$ cat config.mk
export PLATFORM = sky130hd
export DESIGN_NAME = tst_din_seq
export DESIGN_NICKNAME = d
export VERILOG_FILES = /design/src/rtl/tst_din_seq.sv
export SDC_FILE = /design/constraint.sdc
export NUM_CORES = 1
export LEC_CHECK = 0
export CAP_MARGIN = 20
export CORE_MARGIN = 4
export CORE_UTILIZATION = 55
export CTS_CLUSTER_DIAMETER = 60
export DETAILED_ROUTE_END_ITERATION = 10
export DONT_BUFFER_PORTS = 1
export GPL_TIMING_DRIVEN = 0
export PLACE_DENSITY = 0.72
export SLEW_MARGIN = 15
export SYNTH_ARGS = -nofsm -noshare
export SYNTH_HDL_FRONTEND = slang
export SYNTH_SLANG_ARGS = --single-unit
$ cat constraint.sdc
create_clock -name ACLK -period 6 [get_ports ACLK]
set_input_delay 1.2 -clock ACLK [delete_from_list [all_inputs] [get_ports ACLK]]
set_output_delay 1.2 -clock ACLK [all_outputs]
set_load 0.1 [all_outputs]
$ cat src/rtl/tst_din_seq.sv
// tst_din_seq: AXI4-Stream test pattern source.
// Emits frames of FRAME_LEN beats whose data carries the completed-frame count
// and the sample index. A frame that has started is always finished
// (DRAIN) even after test_en drops.
module tst_din_seq #(
  parameter int FRAME_LEN  = 1024,
  parameter int DATA_WIDTH = 64
) (
  input  logic                  ACLK,
  input  logic                  ARESETN,
  input  logic                  test_en,
  output logic [DATA_WIDTH-1:0] M_AXIS_TDATA,
  output logic                  M_AXIS_TVALID,
  input  logic                  M_AXIS_TREADY,
  output logic                  M_AXIS_TLAST,
  output logic [31:0]           itecnt,
  output logic                  busy
);

  localparam logic [15:0] LAST_IDX = 16'(FRAME_LEN - 1);

  typedef enum logic [1:0] {
    IDLE  = 2'd0,
    RUN   = 2'd1,
    DRAIN = 2'd2
  } state_t;

  state_t      state;
  logic [15:0] idx;
  logic [15:0] idx_next;
  logic [31:0] itecnt_q;
  logic        beat;
  logic [31:0] itecnt_sat;

  // Transfer qualifier, next sample index (wraps after the TLAST beat) and
  // saturating frame-count increment.
  always_comb begin
    beat       = M_AXIS_TVALID & M_AXIS_TREADY;
    idx_next   = M_AXIS_TLAST ? '0 : idx + 16'd1;
    itecnt_sat = (itecnt_q == '1) ? itecnt_q : itecnt_q + 32'd1;
  end

  // Frame sequencer; all stream outputs are registered here. TDATA/TLAST
  // derive only from idx/itecnt_q, which move solely on a transfer, so they
  // hold stable while the sink stalls.
  always_ff @(posedge ACLK or negedge ARESETN) begin
    if (!ARESETN) begin
      state         <= IDLE;
      idx           <= '0;
      itecnt_q      <= '0;
      M_AXIS_TVALID <= 1'b0;
      M_AXIS_TLAST  <= 1'b0;
      busy          <= 1'b0;
    end else begin
      case (state)
        IDLE: begin
          if (test_en) begin
            state         <= RUN;
            idx           <= '0;
            itecnt_q      <= '0;
            M_AXIS_TVALID <= 1'b1;
            M_AXIS_TLAST  <= 1'b0;
            busy          <= 1'b1;
          end
        end
        RUN, DRAIN: begin
          if (beat) begin
            idx          <= idx_next;
            M_AXIS_TLAST <= (idx_next == LAST_IDX);
            if (M_AXIS_TLAST) itecnt_q <= itecnt_sat;
          end
          if (beat && M_AXIS_TLAST) begin
            if (state == RUN && test_en) begin
              state <= RUN;
            end else begin
              state         <= IDLE;
              M_AXIS_TVALID <= 1'b0;
              M_AXIS_TLAST  <= 1'b0;
              busy          <= 1'b0;
            end
          end else if (state == RUN && !test_en) begin
            state <= DRAIN;
          end
        end
        default: begin
          state         <= IDLE;
          M_AXIS_TVALID <= 1'b0;
          M_AXIS_TLAST  <= 1'b0;
          busy          <= 1'b0;
        end
      endcase
    end
  end

  assign itecnt       = itecnt_q;
  assign M_AXIS_TDATA = {itecnt_q, 16'd0, idx};

endmodule

==> qor.yml <==
min_path:
  min_from: "state[1]"
  min_to: "state[1]"
  hold_path_class: "flop to flop"
  worstHoldPathCells: 2
cells_and_area:
  nFillCells: 571
  final_net_count: 446
  multiInputGateArea_mm2: 0.001949
  drive_gt1_share_pct: 20.55
  seqCellArea_mm2: 0.001301
  syn2layout_area_growth_pct: 6.528
  diodes: 0
floorplanning:
  core_mm2: 0.006459
  dieHeight_um: 90.23
  io_pins: 103
  rows: 29
  die_area_mm2: 0.008141
  die_width_um: 90.23
  initial_core_util_pct: 57.57
power:
  p_comb_share_pct: 43.3
  p_sw_share_pct: 53.59
  p_sw_uw: 702.5
  max-vdd-ir-drop_mv: 0.3150
  power_frac_seq_pct: 40.6
  power_density_mw_per_mm2: 330.9
  power_mw: 1.311
  p_int_uw: 608.3
  p_leak_nw: 1.768
  pwr-share-clk_pct: 16.1
worst_setup_path:
  end_kind: "primary output"
  crit_chain: "buf_4"
  crit_required_ns: 4.80
  criticalPathCategory: "flop to primary output"
  slowest_delay_ns: 1.11
  reg2reg_to: "itecnt[6]"
  r2r_slack_ns: 2.97
  slowest_stage: "dfrtp_1"
  path_max_fanout: 9
  arrival_ns: 1.87
  rr_worst_depth: 7
  r2r_start: "itecnt[27]"
  start_kind: "flop"
  critPathLaunch: "itecnt[13]"
  crit_buf_inv: 1
  critPathTopFamily: "flip-flops"
drt:
  ant_nets: 0
  vias: 3237
  vias_per_cell: 6.285
  drc: 0
  routed_wl_um: 9178
  drtPass1Iterations: 5
  drt_iter0_drc: 272
  avgRoutedWirePerCell_um: 17.82
yosys:
  ys_ff_latch: 52
  yosys_warnings: 0
  ys_seq_area_share_pct: 34.99
  post_synth_inst_count: 415
  synth.distinct_cells: 66
  async_flop_share_pct: 100.0
  synth-edff-count: 0
  syn_area_mm2: 0.003719
  syn-mean-instance-area_um2: 8.960
  synth_flop_cell: "dfrtp_1"
timing:
  tightestPinTransition_ns: 1.135
  finalSetupViolations: 0
  fmaxAchievable_ghz: 0.3256
  finalCritPeriodShare_pct: 51.19
  rsz0062_at_grt: "false"
  skew_ns: 0.008227
  hold_viol: 0
  tns_ns: 0
  fin_crit_ns: 3.072
  maxSlewViolCount: 0
  max_slew_margin_pct: 24.36
job:
  maxCapViolCount: 0
place:
  gp_congestion: 0.8145
  io_buffers: 0
  dp_hpwl_um: 6564
global_routing:
  grt_pass1_vias: 2994
  grtUsageTotal_pct: 22.36
  overflow: 0
  grt_max_degree: 53
  grt_pass1_wl_um: 15210
  antenna_found_initial: 0
clocking:
  cts_inserted_buffers: 5
  post_cts_buffers: 0
  cts_root_buf: "clkbuf_8"
  cts_buffer_depth: 2
  cts_tree: "yes"
  worstSkewPairLatency_ns: 0.31
  postCtsResizedCells: 0
  clk_pin_slew_ns: 0.10
  htreeDepth: 2
  postCtsHoldBufs: 0
  cts_sinks: 52
run_status:
  outcome: "complete, no violations"
logic make-up after synthesis:
family	count (synthesis)	synth area share, %
other cells	1	0.1008
xor+xnor	6	1.413
buf+inv	80	14.10
simple gates	166	27.25
fa+ha+maj	5	1.682
compound gates	99	18.78
flops	52	34.99
mux	6	1.682
state kept, by name (all words and copies together), names as in the netlist:
name and cells:
state 2, M_AXIS_TLAST 1, busy 1, idx 16
itecnt 32
worst max-delay path by stage:
stage | endpoint | slack (ns) | cells after the start
after global placement | M_AXIS_TLAST | 3.03 | 6
after CTS | itecnt[13] | 2.91 | 1
after detailed placement | itecnt[6] | 3.01 | 7
final | itecnt[13] | 2.93 | 1
after floorplan | itecnt[20] | 3.34 | 1
after global routing | M_AXIS_TLAST | 2.76 | 6
power groups by stage:
| stage | Clock (mW) | Combinational [mW] | Sequential (mW) |
|---|---|---|---|
| final | 0.211 | 0.568 | 0.532 |
| after global placement | 0 | 0.549 | 0.537 |
| after detailed placement | 0 | 0.557 | 0.540 |
| after floorplan | 0 | 0.454 | 0.529 |
| after global routing | 0.236 | 0.609 | 0.540 |
| after CTS | 0.215 | 0.560 | 0.533 |
area by class of cell:
cell class	instances	share of cell area [%]
plain buffers	71	12.38
multi-input cells	298	49.21
well taps	77	2.432
inverters	9	0.8528
flip-flops and latches	52	32.85
clock buffers	8	2.274
synthesized netlist by cell type, drive strengths merged (2+ instances only):
master / number / share of area (%)
a21oi: 20 / 2.7
and4: 3 / 0.77
xnor2: 3 / 0.71
and2: 2 / 0.40
nor4: 7 / 1.7
buf: 64 / 12
nor3: 6 / 1.1
or3: 10 / 1.7
or4: 12 / 2.4
o311ai: 5 / 1.2
mux2: 2 / 0.61
nand4b: 3 / 0.87
o41ai: 10 / 3.1
ha: 5 / 1.7
xor2: 3 / 0.71
clkbuf: 7 / 0.71
a41o: 2 / 0.54
or2: 2 / 0.34
nand3: 27 / 4.1
a31oi: 3 / 0.50
nand2b: 11 / 1.9
o21ai: 31 / 4.2
nor2b: 5 / 1.0
nor2: 21 / 2.1
nor3b: 2 / 0.40
a21o: 3 / 0.61
a211oi: 2 / 0.67
mux2i: 4 / 1.1
o31ai: 14 / 2.8
nand2: 27 / 2.7
nand3b: 3 / 0.61
inv: 9 / 0.91
and3: 9 / 1.6
nand4: 14 / 2.9
dfrtp: 52 / 35
metrics by stage:
stage	cells	hold slack, ns	setup WS [ns]	instance area [µm²]	util [%]
after global routing	515	0.5444	2.756	3961	61.33
after detailed placement	507	0.5309	3.014	3871	59.94
after CTS	515	0.5524	2.912	3961	61.33
after floorplan	430	0.4926	3.341	3775	-
final	515	0.5537	2.928	3961	61.33
after global placement	507	0.5168	3.032	3871	59.94
layout by cell type, fill, tap and decap left out, drive strengths merged, types with 10 or more instances in the layout:
cell,n
conb,16
nor2,21
nand4,14
dfrtp,52
nand2,27
or3,10
o21ai,31
o41ai,10
nand2b,11
clkbuf,15
buf,64
nand3,27
or4,12
o31ai,14
a21oi,20
routing by layer:
layer  GRT usage (%)  wire length, µm  vias up
li1                -                -     1530
met1           31.45             4221     1538
met2           33.79             4118      156
met3           6.177              721       13
met4           6.122              116        0
met5               0                0        -
No activity file was read; power rests on OpenSTA's default activity.
